`src/rtl/cdl_crc5_if.sv`:
```
// Serial bit stream and remainder bus between a USB token framer and the CRC5 engine.
interface cdl_crc5_if;
  logic       input_data;
  logic       reset_crc;
  logic [4:0] inverted_crc;

  modport master (
    output input_data,
    output reset_crc,
    input  inverted_crc
  );

  modport slave (
    input  input_data,
    input  reset_crc,
    output inverted_crc
  );
endinterface

```
`src/rtl/cdl_crc5.sv`:
```
// Serial USB CRC5 (x^5+x^2+1) generator/checker, one bit per clock, LSB-first.
// The output is the complemented remainder, which serves both TX append and RX residual check.
module cdl_crc5 #(
  parameter int unsigned        CRC_W    = 5,
  parameter logic [CRC_W-1:0]   POLY     = 5'b00101,
  parameter logic [CRC_W-1:0]   SEED     = 5'b11111,
  parameter logic [CRC_W-1:0]   RESIDUAL = 5'b01100
) (
  input  logic       clk,
  input  logic       n_rst,
  cdl_crc5_if.slave  crc_if
);

  logic [CRC_W-1:0] crc_reg;
  logic             fb;

  assign fb = crc_if.input_data ^ crc_reg[CRC_W-1];

  // Clear has priority over a data bit arriving in the same cycle.
  always_ff @(posedge clk or negedge n_rst) begin
    if (!n_rst) begin
      crc_reg <= SEED;
    end else if (crc_if.reset_crc) begin
      crc_reg <= SEED;
    end else begin
      crc_reg <= {crc_reg[CRC_W-2:0], 1'b0} ^ (fb ? POLY : '0);
    end
  end

  assign crc_if.inverted_crc = ~crc_reg;

endmodule

```
`src/flat_wrapper.sv`:
```
// flat-port wrapper written by rule: the top's interface ports become plain ports
module cdl_crc5_flat 
#(
  parameter int unsigned        CRC_W    = 5,
  parameter logic [CRC_W-1:0]   POLY     = 5'b00101,
  parameter logic [CRC_W-1:0]   SEED     = 5'b11111,
  parameter logic [CRC_W-1:0]   RESIDUAL = 5'b01100
)
  (clk, n_rst, crc_if_input_data, crc_if_reset_crc, crc_if_inverted_crc);
  cdl_crc5_if crc_if_i ();
  input  logic clk;
  input  logic n_rst;
  input wire logic [$bits(crc_if_i.input_data)-1:0] crc_if_input_data;
  input wire logic [$bits(crc_if_i.reset_crc)-1:0] crc_if_reset_crc;
  output wire logic [$bits(crc_if_i.inverted_crc)-1:0] crc_if_inverted_crc;
  assign crc_if_i.input_data = crc_if_input_data;
  assign crc_if_i.reset_crc = crc_if_reset_crc;
  assign crc_if_inverted_crc = crc_if_i.inverted_crc;
  cdl_crc5 #(.CRC_W(CRC_W), .POLY(POLY), .SEED(SEED), .RESIDUAL(RESIDUAL)) u_core (.clk(clk), .n_rst(n_rst), .crc_if(crc_if_i));
endmodule
```
`config.mk`:
```
export PLATFORM = sky130hd
export DESIGN_NAME = cdl_crc5_flat
export DESIGN_NICKNAME = d
export VERILOG_FILES = /design/src/rtl/cdl_crc5_if.sv /design/src/rtl/cdl_crc5.sv /design/src/flat_wrapper.sv
export SDC_FILE = /design/constraint.sdc
export NUM_CORES = 1
export LEC_CHECK = 0
export BUFFER_PORTS_ARGS = -buffer_cell sky130_fd_sc_hd__buf_2
export CELL_PAD_IN_SITES_DETAIL_PLACEMENT = 2
export CELL_PAD_IN_SITES_GLOBAL_PLACEMENT = 2
export CORE_AREA = 2 2 39 41
export DETAILED_ROUTE_END_ITERATION = 10
export DIE_AREA = 0 0 41 43
export GPL_TIMING_DRIVEN = 1
export PLACE_DENSITY = 0.47
export RECOVER_POWER = 50
export SETUP_SLACK_MARGIN = 0.4
export SLEW_MARGIN = 15
export SYNTH_ARGS = -nofsm -noshare
export SYNTH_HDL_FRONTEND = slang
export SYNTH_SLANG_ARGS = --single-unit
```
`constraint.sdc`:
```
create_clock -name clk -period 2.53 [get_ports clk]
set_input_delay 0.506 -clock clk [delete_from_list [all_inputs] [get_ports clk]]
set_output_delay 0.506 -clock clk [all_outputs]
set_load 0.02 [all_outputs]
```
# After elaboration in Yosys (flattened, before gate mapping)
# Index checks and enable logic that the tools add are counted.
[word_totals] ff_bits=5 inputBits=4 out_inout_bits=5
[op_classes] n_mux=2 bitwise=3
[ops] op="$mux W5" count=1
[ops] op="$not A5 Y5" count=1
[ops] op="$xor A5 B5 Y5" count=1
[ops] op="$mux W3" count=1
[ops] op="$xor A1 B1 Y1" count=1

# Longest topological paths before layout
# Gate-level depths: netlist of the first run.
[logic_depth] ltp_word=4 ltp_mapped=2 mapped_depth_nobuf=2

# Worst setup path after synthesis of the first run
# No wires, ideal clock.
[synth_timing] path_kind="register -> output" from="register u_core.crc_reg[4]" to="output crc_if_inverted_crc[4]" arrival_ns=0.605 path_slack_ns=1.419 path_stages_with_launch=2 path_buffers=0 cell_sequence="dfstp_2 -> inv_1"
[synth_between] elab_chain_cells=1
[synth_rtl] item="start, declared" line_no="cdl_crc5.sv:14" text="logic [CRC_W-1:0] crc_reg;"
[synth_rtl] item="start signal, assigned" line_no="cdl_crc5.sv:26" text="crc_reg <= {crc_reg[CRC_W-2:0], 1'b0} ^ (fb ? POLY : '0);"
[synth_rtl] item="$not A5 Y5" line_no="cdl_crc5.sv:30" text="assign crc_if.inverted_crc = ~crc_reg;"
[synth_rtl] item="end, declared" line_no="flat_wrapper.sv:15" text="output wire logic [$bits(crc_if_i.inverted_crc)-1:0] crc_if_inverted_crc;"
# Every way passes these cells.

# Worst setup path in the final report of the first run
[layout_timing] from="register u_core.crc_reg[1]" to="output crc_if_inverted_crc[1]"
# Same word-level chain as after synthesis.

==> reports/qor.yml, run 1 <==
status:
  status: "complete, no violations"
yosys:
  avgSynthCellArea_um2: 11.40
  yosys.area.top_type: "dfstp_2"
  ys_seq_area_share_pct: 64.02
  synth_area_leaders: "dfstp_2 64%, inv_1 9.1%, or2_2 9.1%, mux2i_1 4.9%, xnor2_1 4.3%"
  yosysTopAreaCellShare_pct: 64.02
  synthCells: 18
  ys_ff_latch: 5
  yosys_warnings: 0
  synth_fp_nets: 22
  netlist_area_um2: 205.2
  synth_cell_type_count: 8
timing:
  worstMarginPinSlew_ns: 0.2743
  fin_crit_sh_pct: 57.94
  slew_headroom_pct: 81.58
  finalSetupViolCount: 0
  fin_skew_ns: 0.001668
  slew_viol_final: 0
  setup_tns_ns: 0
  finalHoldViolations: 0
  min_period_ns: 1.466
  fmax_ghz: 0.6822
  rsz0062_at_grt: "no"
critical_path:
  crit_required_ns: 2.02
  worstSetupStartpointType: "flip-flop"
  end_kind: "primary output"
  critPathKind: "reg2out"
  crit_chain: "inv_1 > buf_2"
  critPathMaxStageDelay_ns: 0.54
  cp_max_fo: 3
  cp_slowest_cell: "dfstp_2"
  critPathArrivalTime_ns: 0.96
power:
  p_per_area_nw_per_um2: 722.8
  fin_total_pwr_mw: 0.2089
  p_leak_nw: 0.1650
  vdd_drop_max_v: 0.0001289
floorplanning:
  ioPinCount: 9
  start_util_pct: 14.83
  die_x_um: 41
  rows: 14
  die-area_um2: 1763
  fp.dieH_um: 43
  core_um2: 1384
detailed_routing:
  antenna_left: 0
  finalWirelength_um: 430
  vias: 150
  drc_errors: 0
  first_pass_iters: 1
  drt-wirelength-per-cell_um: 9.348
  drt_iter0_drc: 0
  viasPerCell: 3.261
placement:
  finalWeightedCongestion: 0.6430
  dpl.hpwl_um: 345.6
  numPortBuffers: 8
clocking:
  clk_path_buf_depth: 2
  post_cts_buffers: 0
  clk_latency_ns: 0.24
  cts_made_buffers: 3
  cts.sinks: 5
  cts_tree: "done"
  cts.repair.resized: 0
  cts-root-buf: "clkbuf_4"
  clk_pin_slew_ns: 0.05
  cts_hold_buf: 0
  cts_max_level: 1
flow_run:
  cap_violations: 0
global_route:
  first_global_vias: 184
  grt_first_pass_wirelength_um: 731
  antenna_found_initial: 0
  grt_overflow_total: 0
  grt_use_total_pct: 6.660
  grt_max_degree: 7
final_layout:
  layout.cells.most_common_list: "6 x buf_2, 5 x inv_1, 5 x dfstp_2"
  fillCellCount: 173
  register_area_um2: 131.4
  largest_reg_flops: 5
  final_common_cell: "buf_2"
  diodes: 0
  area_growth_pct: 40.85
  multi_input_area_um2: 55.05
  final_net_count: 35
  drive_gt1_share_pct: 56.67
min_path:
  min_path_type: "in2async"
-- power breakdown --
group	switching (mW)	internal, mW
combinational	0.0143	0.00949
clock	0.0345	0.0597
sequential	0.00237	0.0885
-- cell usage after synthesis --
master	instances
and2b_1	1
dfstp_2	5
inv_1	5
mux2i_1	1
nand2b_1	1
nor2_1	1
or2_2	3
xnor2_1	1
-- metal layers --
layer  vias up  GRT usage (%)  wire (µm)  share of wire, %
li1         73              -          -                 -
met1        71          6.863        166                39
met2         6          10.31        220                51
met3         0          1.571         43                10
met4         0          6.000          0                 0
met5         -              0          0                 0
-- cell type report --
class	count	share of cell area, %
clock buffer	4	9.091
inverter	5	6.494
multi-input combinational	8	19.05
sequential	5	45.45
tap	16	6.926
timing repair buffer	8	12.99
-- final timing paths --
kind,slack [ns],endpoint,from,cells after the start
max,1.06,crc_if_inverted_crc[1],u_core.crc_reg[1],2
min,0.36,u_core.crc_reg[4],n_rst,1
max reg2reg,1.52,u_core.crc_reg[2],u_core.crc_reg[4],2
min reg2reg,0.54,u_core.crc_reg[2],u_core.crc_reg[1],2
max in group asynchronous,2.15,u_core.crc_reg[0],n_rst,1
min in group clk,0.54,u_core.crc_reg[2],u_core.crc_reg[1],2
-- metrics by stage --
step	cell area, µm²	hold WS (ns)	setup slack (ns)	utilization [%]	instances
floorplan	205.2	0.3582	1.419	-	18
CTS	291.5	0.2590	1.048	21.07	46
finish	289.0	0.3574	1.064	20.89	46
global placement	265.3	0.5198	1.326	19.17	42
global route	289.0	0.4162	1.027	20.89	46
detailed placement	265.3	0.5268	1.322	19.17	42
-- worst max-delay path, delay by kind of cell, from the launching register on --
family   cells  cell delay (ns)
flops        1             0.54
buf+inv      2             0.19
-- kinds of logic (layout without fill, tap and decap cells) --
kind of cell / count (synthesis) / count (layout) / synth area share, %
flops: 5 / 5 / 64.03
buf+inv: 5 / 17 / 9.147
mux: 1 / 1 / 4.878
simple gates: 6 / 6 / 17.69
xor+xnor: 1 / 1 / 4.269
Power figures use the tool's default switching activity.
==> inputs of run 2 (changes only) <==
Settings changed: ABC_AREA set to 1, PLACE_DENSITY 0.47 to 0.53.
Clock period 2.53 ns to 1.3 ns, I/O delays scaled along.
==> run 2 against run 1 <==
Net effect:
- area after synthesis is 4.3% higher
- register-to-register slack worse by 1.3 ns
- worst hold slack worse by 0.23 ns
- count of clock-buffer cells in the layout stayed put
- sequential power is 91% higher
- clock power is 87% higher
- clock skew is 0.00057 ns higher
- synthesized cell count is 28% higher
- combinational power grew to 3.1 times the previous value
- sequential share of layout area is 11 points lower
- power is 100% higher
- critical path type unchanged
==> reports/qor.yml, run 2 <==
critical_path:
  critPathLaunch: "u_core.crc_reg[2]"
  worstSetupStartpointType: "flip-flop"
  crit_family: "flip-flops"
  cp_slowest_cell: "dfstp_2"
  critPathMaxStageDelay_ns: 0.51  # -0.03 ns
  critPathKind: "reg2out"
  crit_chain: "inv_1 > buf_6"
  crit_required_ns: 1.04  # -0.98 ns
  reg2reg_slack_ns: 0.21  # -1.31 ns
  cp_max_fo: 2  # -1
  end_kind: "primary output"
  rr_worst_depth: 6  # +4
  critPathArrivalTime_ns: 0.93  # -0.03 ns
  critPathBufInv: 2  # unchanged
  regToRegStartpoint: "u_core.crc_reg[4]"
  r2r-end: "u_core.crc_reg[2]"
yosys:
  post_synth_most_frequent_cells: "7 x nand2_1, 6 x inv_1, 5 x dfstp_2"
  synth_area_leaders: "dfstp_2 61%, nand2_1 12%, inv_1 11%, nand3_2 9.4%, nand3_1 4.7%"
  synthArstFlopShare_pct: 100.0  # unchanged
  yosys.area.top_type: "dfstp_2"
  synth_fp_nets: 27  # +23%
  synthCells: 23  # +5
  synth_cell_type_count: 6  # -2
  avgSynthCellArea_um2: 9.302  # -18%
  ys_ff_latch: 5  # unchanged
  yosysTopAreaCellShare_pct: 61.40  # -2.6 points
  netlist_area_um2: 214.0  # +4.3%
  yosys.cell_count.top_type: "nand2_1"
  ys_seq_area_share_pct: 61.40  # -2.6 points
  yosys_warnings: 0  # unchanged
  synth_edf_count: 0  # unchanged
  ys.flop_type: "dfstp_2"
timing:
  worstMarginPinSlew_ns: 0.2921  # +0.01776 ns
  hold_ws_ns: 0.1287  # -0.2288 ns
  min_period_ns: 1.193
  fmax_ghz: 0.8383
  fin_crit_sh_pct: 91.76
  slew_viol_final: 0  # unchanged
  slew_headroom_pct: 80.53  # -1.1 points
  finalSetupViolCount: 0  # unchanged
  rsz0062_at_grt: "yes"
  finalHoldViolations: 0  # unchanged
  setup_tns_ns: 0  # unchanged
  fin_skew_ns: 0.002239  # +0.0005712 ns
clocking:
  clk_pin_slew_ns: 0.04  # about the same
  clk_latency_ns: 0.24  # about the same
  cts-root-buf: "clkbuf_4"
  cts.sinks: 5  # unchanged
  clk_path_buf_depth: 2  # unchanged
  cts_made_buffers: 3  # unchanged
  cts_tree: "done"
  cts_max_level: 1  # unchanged
final_layout:
  area_growth_pct: 79.53
  layout.cells.most_common_list: "6 x nand2_1, 6 x buf_6, 5 x dfstp_2"
  fillCellCount: 165  # -4.6%
  diodes: 0  # unchanged
  largest_reg_flops: 5  # unchanged
  drive_gt1_share_pct: 67.50  # +11 points
  final_net_count: 45  # +29%
detailed_routing:
  finalWirelength_um: 606  # +41%
  antenna_left: 0  # unchanged
  drt-wirelength-per-cell_um: 10.82  # +16%
  drc_errors: 0  # unchanged
  drt_iter0_drc: 0  # unchanged
  first_pass_iters: 1  # unchanged
  vias: 211  # +41%
  viasPerCell: 3.768  # +16%
floorplanning:
  core_um2: 1384  # unchanged
  fp.dieH_um: 43  # unchanged
  ioPinCount: 9  # unchanged
  die-area_um2: 1763  # unchanged
  die_x_um: 41  # unchanged
  rows: 14  # unchanged
  start_util_pct: 15.46  # +0.63 points
placement:
  finalWeightedCongestion: 0.5856  # -8.9%
  numPortBuffers: 8  # unchanged
  dpl.hpwl_um: 474.8  # +37%
global_route:
  grt_max_degree: 6  # -1
  grt_use_total_pct: 9.265  # +2.6 points
  first_global_vias: 244  # +33%
  grt_overflow_total: 0  # unchanged
  antenna_found_initial: 0  # unchanged
  grt_first_pass_wirelength_mm: 1.062  # +45%
flow_run:
  cap_violations: 0  # unchanged
status:
  status: "complete, no violations"
power:
  p_per_area_nw_per_um2: 1105  # +53%
  p_leak_nw: 0.2161  # +31%
  vdd_drop_max_v: 0.0003814  # +200%
min_path:
  min_path_type: "in2async"
==> run 2: cell count changes after synthesis, moves of 2 or more <==
cell,change
nand3_2,+2
nand3_1,+2
or2_2,-3
nand2_1,+7
==> run 2: metal layers <==
layer | global-route usage [%] | part of all wire [%]
met1 | 9.091 | 34
met4 | 4.000 | 0
met2 | 16.25 | 60
met5 | 0 | 0
met3 | 3.141 | 5.9
==> run 2: worst reg2reg max path, delay by kind of cell, from the launching register on <==
kind / cells / cell delay, ns
and+or+nand+nor: 3 / 0.22
buffers and inverters: 3 / 0.27
DFF: 1 / 0.53
==> run 2: repair_timing <==
item / 4_1_cts / 5_1_grt
hold buffers: 0 / 0
gates resized for setup: 14 / 4
setup endpoints to repair: 5 / 7
buffers inserted: 3 / 2
==> run 2: cells by family (layout without fill, tap and decap cells) <==
kind of cell	after synthesis	in the layout	share of synthesized area, %
and+or+nand+nor	11	11	26.32
buffers and inverters	7	24	12.28
DFF	5	5	61.41
==> run 2: final cells by class <==
type	instances	area, µm²	share of cell area (%)
Sequential cell	5	131.4	34.20
Clock buffer	4	26.28	6.840
Tap cell	16	20.02	5.212
Timing Repair Buffer	13	111.4	28.99
Inverter	7	26.28	6.840
Multi-Input combinational cell	11	68.82	17.92
==> run 2: worst max path at each step <==
| stage | slack, ns | to | cells after the start |
|---|---|---|---|
| after floorplan | 0.43 | u_core.crc_reg[2] | 3 |
| after global placement | 0.32 | crc_if_inverted_crc[1] | 2 |
| after detailed placement | 0.31 | crc_if_inverted_crc[1] | 2 |
| after CTS | 0.10 | crc_if_inverted_crc[4] | 2 |
| after global routing | 0.07 | crc_if_inverted_crc[2] | 2 |
| final | 0.11 | crc_if_inverted_crc[2] | 2 |
==> run 2: per-stage QoR <==
stage                     instances  cell area [µm²]  power (mW)  utilization (%)  setup slack, ns
final                            56            384.1      0.4244            27.76           0.1072
after global routing             56            384.1      0.4599            27.76          0.06833
after CTS                        54            354.1      0.4279            25.59           0.1047
after detailed placement         47            274.0      0.2263            19.80           0.3141
after global placement           47            274.0      0.2230            19.80           0.3246
after floorplan                  23            214.0      0.2039                -           0.4258
==> run 2: power breakdown <==
group	internal [mW]	leakage, nW	total [mW]	switching (mW)
sequential	0.171	0.0527	0.174	0.00353
clock	0.116	0.0150	0.176	0.0602
combinational	0.0340	0.148	0.0741	0.0401
total	0.321	0.216	0.424	0.104
